===== src/rtl/icache_pkg.sv =====
// icache_pkg: shared FSM encoding, block geometry and address-split widths for the instruction cache
package icache_pkg;
   typedef enum logic [1:0] {IDLE = 2'd0, MEM_READ = 2'd1, UPDATE = 2'd2} state_t;
   localparam int BLOCK_W = 128;
   localparam int WORD_W = 32;
   localparam int OFFSET_LSB = 2;
   localparam int INDEX_LSB = 4;
   function automatic int index_width(input int num_blocks);
      return $clog2(num_blocks);
   endfunction
   function automatic int tag_width(input int addr_w, input int num_blocks);
      return addr_w - INDEX_LSB - $clog2(num_blocks);
   endfunction
endpackage


===== src/rtl/icache_line_array.sv =====
// icache_line_array: valid/tag/data storage with async clear, combinational read, one sync write port
// ports: clk, rst_n (async active-low clear); rd_index/rd_offset -> rd_valid, rd_tag, rd_word;
//        we with wr_index/wr_tag/wr_data writes a whole line and marks it valid
module icache_line_array
   import icache_pkg::*;
#(
   parameter int NUM_BLOCKS = 8,
   parameter int TAG_W = 3,
   parameter int WORDS_PER_BLOCK = 4,
   localparam int IW = index_width(NUM_BLOCKS),
   localparam int OW = $clog2(WORDS_PER_BLOCK)
) (
   input  logic               clk,
   input  logic               rst_n,
   input  logic [IW-1:0]      rd_index,
   input  logic [OW-1:0]      rd_offset,
   output logic               rd_valid,
   output logic [TAG_W-1:0]   rd_tag,
   output logic [WORD_W-1:0]  rd_word,
   input  logic               we,
   input  logic [IW-1:0]      wr_index,
   input  logic [TAG_W-1:0]   wr_tag,
   input  logic [BLOCK_W-1:0] wr_data
);
   logic [NUM_BLOCKS-1:0] valid;
   logic [TAG_W-1:0]      tags [NUM_BLOCKS];
   logic [BLOCK_W-1:0]    data [NUM_BLOCKS];
   always_ff @(posedge clk or negedge rst_n)
      if (!rst_n) begin
         valid <= '0;
         for (int i = 0; i < NUM_BLOCKS; i++) begin
            tags[i] <= '0;
            data[i] <= '0;
         end
      end else if (we) begin
         valid[wr_index] <= 1'b1;
         tags[wr_index]  <= wr_tag;
         data[wr_index]  <= wr_data;
      end
   assign rd_valid = valid[rd_index];
   assign rd_tag   = tags[rd_index];
   assign rd_word  = data[rd_index][WORD_W*rd_offset +: WORD_W];
endmodule


===== src/rtl/icache_controller.sv =====
// icache_controller: direct-mapped read-only instruction cache with block refill FSM
// ports: CLK, RESET (async active-low); pc -> instruction, busywait (cpu stall);
//        mem_read/mem_address request a block, mem_readdata/mem_busywait return it
module icache_controller
   import icache_pkg::*;
#(
   parameter int ADDR_W = 10,
   parameter int NUM_BLOCKS = 8,
   parameter int WORDS_PER_BLOCK = 4
) (
   input  logic               CLK,
   input  logic               RESET,
   input  logic [31:0]        pc,
   output logic [31:0]        instruction,
   output logic               busywait,
   output logic               mem_read,
   output logic [ADDR_W-5:0]  mem_address,
   input  logic [BLOCK_W-1:0] mem_readdata,
   input  logic               mem_busywait
);
   localparam int IW = index_width(NUM_BLOCKS);
   localparam int TW = tag_width(ADDR_W, NUM_BLOCKS);
   localparam int OW = $clog2(WORDS_PER_BLOCK);
   state_t               state, next;
   logic [IW-1:0]        index, miss_index;
   logic [TW-1:0]        tag, miss_tag, line_tag;
   logic [OW-1:0]        offset;
   logic [BLOCK_W-1:0]   fill_buf;
   logic                 line_valid, hit, unused_pc;
   assign offset    = pc[OFFSET_LSB +: OW];
   assign index     = pc[INDEX_LSB +: IW];
   assign tag       = pc[INDEX_LSB+IW +: TW];
   // byte-lane bits and bits above the memory address range never take part in lookup
   assign unused_pc = ^{pc[31:ADDR_W], pc[OFFSET_LSB-1:0]};
   icache_line_array #(
      .NUM_BLOCKS(NUM_BLOCKS), .TAG_W(TW), .WORDS_PER_BLOCK(WORDS_PER_BLOCK)
   ) u_lines (
      .clk(CLK), .rst_n(RESET),
      .rd_index(index), .rd_offset(offset),
      .rd_valid(line_valid), .rd_tag(line_tag), .rd_word(instruction),
      .we(state == UPDATE), .wr_index(miss_index), .wr_tag(miss_tag), .wr_data(fill_buf)
   );
   assign hit = line_valid & (line_tag == tag);
   always_ff @(posedge CLK or negedge RESET)
      if (!RESET) begin
         state      <= IDLE;
         miss_tag   <= '0;
         miss_index <= '0;
         fill_buf   <= '0;
      end else begin
         state <= next;
         if (state == IDLE && !hit) begin
            miss_tag   <= tag;
            miss_index <= index;
         end
         if (state == MEM_READ && !mem_busywait) fill_buf <= mem_readdata;
      end
   always_comb begin
      next        = state == IDLE ? (hit ? IDLE : MEM_READ) :
                    state == MEM_READ ? (mem_busywait ? MEM_READ : UPDATE) : IDLE;
      mem_read    = state == MEM_READ;
      mem_address = {miss_tag, miss_index};
      busywait    = (state != IDLE) | ~hit;
   end
endmodule


===== config.mk =====
export PLATFORM = sky130hd
export DESIGN_NAME = icache_controller
export DESIGN_NICKNAME = d
export VERILOG_FILES = /design/src/rtl/icache_pkg.sv /design/src/rtl/icache_line_array.sv /design/src/rtl/icache_controller.sv
export SDC_FILE = /design/constraint.sdc
export NUM_CORES = 1
export LEC_CHECK = 0
export BUFFER_PORTS_ARGS = -buffer_cell sky130_fd_sc_hd__buf_2
export CAP_MARGIN = 20
export CORE_ASPECT_RATIO = 1.2
export CORE_UTILIZATION = 24
export DETAILED_ROUTE_END_ITERATION = 10
export HOLD_SLACK_MARGIN = 0.12
export PLACE_DENSITY = 0.37
export SYNTH_ARGS = -nofsm -noshare
export SYNTH_HDL_FRONTEND = slang
export SYNTH_HIERARCHICAL = 1
export SYNTH_SLANG_ARGS = --single-unit

===== constraint.sdc =====
create_clock -name CLK -period 3.2 [get_ports CLK]
set_clock_uncertainty 0.05 [all_clocks]
set_input_delay 0.64 -clock CLK [delete_from_list [all_inputs] [get_ports CLK]]
set_output_delay 0.64 -clock CLK [all_outputs]
set_load 0.005 [all_outputs]

==> results of run 1 <==
[critical path, cell delays in order, from the launching register on]
cell and delay, ns:
dfrtp_1 0.38, mux4_2 0.50, mux2_4 0.30, xnor2_2 0.14, nand4_1 0.14, or2_4 0.25
buf_6 0.11
[cell families (layout without fill, tap and decap cells)]
group                  after synthesis  count (layout)  share of synthesized area
AO/OA/AOI/OAI                      291             291                     0.0373
flip-flops                        1192            1192                      0.555
XOR/XNOR                             3               3                   0.000489
multiplexers                      1706            1706                      0.354
other                                0               4                          0
AND/OR/NAND/NOR                    256             256                     0.0231
buffers and inverters              260             911                     0.0293
[synthesized netlist by cell type]
cell type     n
mux2_1       89
nor3b_2       2
a41oi_4       1
clkbuf_1     47
and2b_1       2
and2_1        1
inv_1         1
a31oi_1      32
dfrtp_1    1192
nor2b_4       1
clkbuf_4      1
nand4b_1      3
nand2_1      98
a21oi_1      97
nor3_1       32
a22oi_1      96
buf_1         4
or2_2         7
nor2b_1       1
nor3_2        2
nand2b_1      6
mux2_2      997
mux2i_1     512
buf_12       11
mux4_2        8
nand2b_4      1
nand3_1      96
xnor2_1       3
o21a_1        1
nor2_1        1
mux2_4      100
buf_4        43
a22o_1       64
buf_6        10
nand4_1       2
and2_4        1
buf_2       143
[repair_timing]
item | in CTS | in global routing
pin swaps | 15 | 5
buffers inserted | 25 | 5
hold endpoints to repair | 174 | 0
hold buffers | 133 | 0
endpoints found under the setup margin | 33 | 23
resized for setup | 105 | 31
gates cloned | 5 | 3
[worst max path at each step]
stage                           from             end  slack [ns]
floorplan                      pc[5]        busywait       0.006
global placement               pc[5]  instruction[6]       -0.41
detailed placement             pc[5]  instruction[6]       -0.40
CTS                 u_lines/tags[12]        busywait       -0.23
global route        u_lines/tags[12]        busywait       -0.25
finish              u_lines/tags[12]        busywait       -0.11
[metrics by stage]
stage                     instances  power, mW
after CTS                      7314       59.9
after global routing           7320       62.6
after global placement         6900       42.1
after detailed placement       6900       42.5
after floorplan                3708       36.4
final                          7323       58.7
[layout make-up]
type | count | area (um2)
timing repair buffer | 657 | 6580
clock inverter | 34 | 449
inverter | 1 | 3.75
tap | 2960 | 3700
sequential | 1192 | 29800
antenna | 4 | 10.0
multi-input combinational | 2256 | 22800
clock buffer | 219 | 4270
fill | 22400 | 154000
[registers in the layout, summed over array words and instances, names as in the netlist]
register and flops:
u_lines/tags 24, state 2, u_lines/valid 8, miss_index 3, u_lines/data 1024, miss_tag 3, fill_buf 128
[power by group through the flow]
stage	combinational [mW]	clock (mW)	sequential (mW)
after floorplan	10.9	0	25.5
after global placement	14.0	0	28.1
after detailed placement	14.2	0	28.3
after CTS	14.7	17.2	28.0
after global routing	15.8	17.8	29.0
final	14.4	16.5	27.8
[metal layers]
layer	vias up	routed length [um]
met5	-	0
met4	0	4700
met3	215	4360
met2	401	89600
met1	17300	79500
li1	14700	-
==> impl_metrics.ini, run 1 <==
[run_status]
outcome = finished with violations
failed_checks = negative setup slack

[sta]
maxSlewHeadroom = 0.526
layout_worst_path_cycle_share = 1.03
fin_ws_ns = -0.107
setup_viol = 1
setup-tns-final_ns = -0.107
holdWs_ns = 0.327
rsz0062_at_grt = true
maxSlewViolCount = 0
worstMarginPinSlew_ns = 0.711
post-route-min-period_ns = 3.31
finalHoldViolCount = 0
clock.fmax_mhz = 302

[pwr]
ir_drop_v = 0.000626
p_sw_mw = 18.0
seq_power_share = 0.473
internal_power_mw = 40.8
pwr-share-comb = 0.245
p_clk_frac = 0.282
swShare = 0.306
p_leak_nw = 31.7
p_per_area_mw_per_mm2 = 868

[drt]
drt_iter0_drc = 1578
dr.pass1.iters = 4
num_vias = 32600
postRouteAntennaNets = 0
viasPerCell = 4.45
wl_per_cell_um = 24.3
drc_errors = 0
wirelength_mm = 178

[critical_path]
cp.required_ns = 2.51
r2r-start = state[0]
reg2regPathDepth = 6
criticalPathCategory = reg2out
rrSetupSlack_ns = 0.72
r2r-end = u_lines/data[487]
crit_arrival_ns = 2.62
critPathMaxFanout = 2
start_kind = register
critPathCaptureType = output pin

[cts]
cts_htree_levels = 4
cts_tree = built
path_clk_slew_ns = 0.06
cts_max_path_buffers = 3
clk_latency_ns = 0.79
numCtsBuffers = 143
root_buffer = clkbuf_16
clkSinkCount = 1192

[global_route]
grt_pass1_wl_mm = 261
grt-busiest-layer = met2
grt_use_total = 0.159
grt_pass1_vias = 35800
antenna_found_initial = 8
grt_max_degree = 98
use_met3 = 0.0208
met1_usage = 0.203
grt.met2_usage = 0.276
grt-ovfl-total = 0

[yosys]
synth_top_cell_by_area = dfrtp_1
ys_ff_latch = 1192
netlist_area_mm2 = 0.0537
synth.avg_cell_area_um2 = 14.5
syn_inst = 3708
ys_types = 37
synthesis.nets = 3871
yosysTopAreaCellShare = 0.555
seq_area_frac_synth = 0.555
ys_top_cells_by_area = dfrtp_1 (56%), mux2_2 (21%), mux2i_1 (9.5%)
yosys_warnings = 6

[final_layout]
final_cell_mix = dfrtp_1 (1192), mux2_2 (996), mux2i_1 (510)
final_common_cell = dfrtp_1
fin_area_mm2 = 0.0677
postLayoutCoreUtil = 0.306
drive_above_1_share = 0.442
nNetsFinal = 4414
area_growth_pct = 26.0

[die]
die_w_um = 434
io_pins = 203
coreArea_mm2 = 0.222
initial_core_util = 0.242
placementRows = 189
dieArea_mm2 = 0.226
die_h_um = 520

[place]
io_buffer_count = 178
hpwlAfterDp_mm = 113
placed_area_mm2 = 0.0604
pre_cts_ws_ns = -0.401
place_congestion = 0.698

[hold_path]
hp-start = pc[6]
hold_depth = 3
hold_path_end = miss_index[2]
hold_class = in2reg

[run]
maxCapViolations = 0
(Power assumes the default switching activity.)
==> run 2: changes to the inputs <==
CORE_UTILIZATION = 56   (was 24)
PLACE_DENSITY = 0.74   (was 0.37)
==> run 2 against run 1 <==
The run still ends with negative setup slack left. Count of clock-buffer cells in the layout fell by 48. Final cell count shrank 26%. Maximum frequency is 2.2% higher. Critical path type unchanged. Power fell by 5.5%. Final area is 7.1% lower. Largest cell class unchanged. Global-route usage grew 12 points. Clock power fell by 13%. Combinational power is 4% lower. Utilization is 36 points higher.
==> impl_metrics.ini, run 2 (same netlist as run 1, synthesis figures left out) <==
[pwr]
p_sw_mw = 16.4
internal_power_mw = 39.2
p_per_area_mw_per_mm2 = 883
pwr-share-comb = 0.248
ir_drop_v = 0.000629
swShare = 0.295
p_leak_nw = 30.4
seq_power_share = 0.494
p_clk_frac = 0.258

[global_route]
grt.met2_usage = 0.463
grt-busiest-layer = met2
grt_pass1_wl_mm = 207
antenna_found_initial = 1
grt-ovfl-total = 0
grt_use_total = 0.277
grt_pass1_vias = 34300
met1_usage = 0.379
use_met3 = 0.0326
grt_max_degree = 140

[drt]
postRouteAntennaNets = 0
drt_iter0_drc = 2045
viasPerCell = 5.97
wirelength_mm = 134
drc_errors = 0
dr.pass1.iters = 5
wl_per_cell_um = 24.6
num_vias = 32400

[critical_path]
critPathCaptureType = output pin
crit_chain = mux4_2 -> mux2_4 -> xnor2_4 -> nand4_1 -> or2_4 -> buf_6
crit_arrival_ns = 2.54
max_stage_delay_ns = 0.48
rrSetupSlack_ns = 0.75
start_kind = register
criticalPathCategory = reg2out
worstSetupEndpoint = busywait
r2r-start = state[0]
r2r-end = u_lines/data[485]
critPathMaxFanout = 2
cp.required_ns = 2.51
crit_path_top_delay_cell = mux4_2
reg2regPathDepth = 5
startpoint = u_lines/tags[0]

[die]
die_w_um = 285
placementRows = 124
coreArea_mm2 = 0.0951
initial_core_util = 0.565
die_h_um = 341
dieArea_mm2 = 0.0972
io_pins = 203

[sta]
clock.fmax_mhz = 309
layout_worst_path_cycle_share = 1.01
finalHoldViolCount = 0
rsz0062_at_grt = true
fin_ws_ns = -0.0347
maxSlewHeadroom = 0.498
maxSlewViolCount = 0
post-route-min-period_ns = 3.23
holdWs_ns = 0.149
setup_viol = 1
worstMarginPinSlew_ns = 0.753

[final_layout]
final_cell_mix = dfrtp_1 (1192), mux2_2 (994), mux2i_1 (512)
final_common_cell = dfrtp_1
drive_above_1_share = 0.422
regMostFlops = u_lines/data
largest_reg_flops = 1024
area_growth_pct = 17.1
fillers = 6933
nNetsFinal = 4236
postLayoutCoreUtil = 0.661
reg_top3 = u_lines/data x1024, fill_buf x128, u_lines/tags x24

[cts]
path_clk_slew_ns = 0.06
cts_max_path_buffers = 3
root_buffer = clkbuf_16
cts_tree = built
numCtsBuffers = 116
clkSinkCount = 1192
clk_latency_ns = 0.70
cts_htree_levels = 3

[place]
io_buffer_count = 178
hpwlAfterDp_mm = 82.7
place_congestion = 0.796

[run_status]
outcome = finished with violations
failed_checks = negative setup slack

[hold_path]
hold_class = in2reg

[run]
maxCapViolations = 0
-- run 2: changes by cell type in the layout (fill, tap and decap cells not counted), moves of 20 or more --
cell and delta:
a31oi_1 +20, buf_12 -24, buf_4 -64, clkbuf_1 -25
clkbuf_16 -26, dlygate4sd3_1 -44, nand3_1 +21
-- run 2: per-layer routing --
metal,wire (um),share of wire
met1,59100,0.44
met2,66100,0.49
met5,0,0
met4,3540,0.026
met3,4950,0.037
-- run 2: cell type report --
cell class                 instances  area (um2)  share of cell area
sequential                      1192       29800               0.474
antenna                            1        2.50           0.0000398
timing repair buffer             506        4920              0.0783
multi-input combinational       2256       22500               0.357
clock inverter                    48         533             0.00848
inverter                           1        3.75           0.0000597
tap                             1260        1580              0.0251
clock buffer                     171        3540              0.0564
-- run 2: stage by stage --
stage / power (mW) / worst slack [ns] / instance area, um2 / TNS, ns / cells
2_1_floorplan: 36.4 / 0.00590 / 53700 / 0 / 3708
3_3_place_gp: 40.3 / -0.212 / 57500 / -0.803 / 5113
3_5_place_dp: 41.2 / -0.243 / 57500 / -0.833 / 5113
4_1_cts: 55.8 / -0.0494 / 62600 / -0.0494 / 5429
5_1_grt: 58.6 / -0.147 / 62900 / -0.147 / 5434
6_report: 55.5 / -0.0347 / 62900 / -0.0347 / 5435
-- run 2: timing repair --
| action | CTS | global route |
|---|---|---|
| gates resized for setup | 17 | 17 |
| setup endpoints to repair | 13 | 13 |
| cloned | 0 | 5 |
| pin swaps | 3 | 3 |
| buffers inserted | 8 | 0 |
| hold buffers | 89 | 0 |
| hold endpoints to repair | 145 | 0 |
-- run 2: worst min path at each step --
stage / startpoint / to / slack, ns / depth (start not counted)
after floorplan: RESET / fill_buf[0] / 0.29 / 0
after global placement: u_lines/valid[5] / u_lines/valid[5] / 0.40 / 1
after detailed placement: u_lines/valid[3] / u_lines/valid[3] / 0.40 / 1
after CTS: mem_readdata[79] / fill_buf[79] / 0.12 / 2
after global routing: mem_readdata[77] / fill_buf[77] / 0.13 / 2
final: mem_readdata[110] / fill_buf[110] / 0.15 / 2
-- run 2: worst max-delay path, delay by kind of cell (launching register included) --
family | cells | cell delay (ns)
mux | 2 | 0.78
simple gates | 2 | 0.41
flops | 1 | 0.39
xor+xnor | 1 | 0.14
buf+inv | 1 | 0.11
-- run 2: power groups by stage --
stage | logic, mW | registers (mW) | clock network [mW]
5_1_grt | 14.9 | 28.5 | 15.2
6_report | 13.8 | 27.4 | 14.3
3_3_place_gp | 13.0 | 27.2 | 0
4_1_cts | 13.8 | 27.4 | 14.6
2_1_floorplan | 10.9 | 25.5 | 0
3_5_place_dp | 13.5 | 27.6 | 0
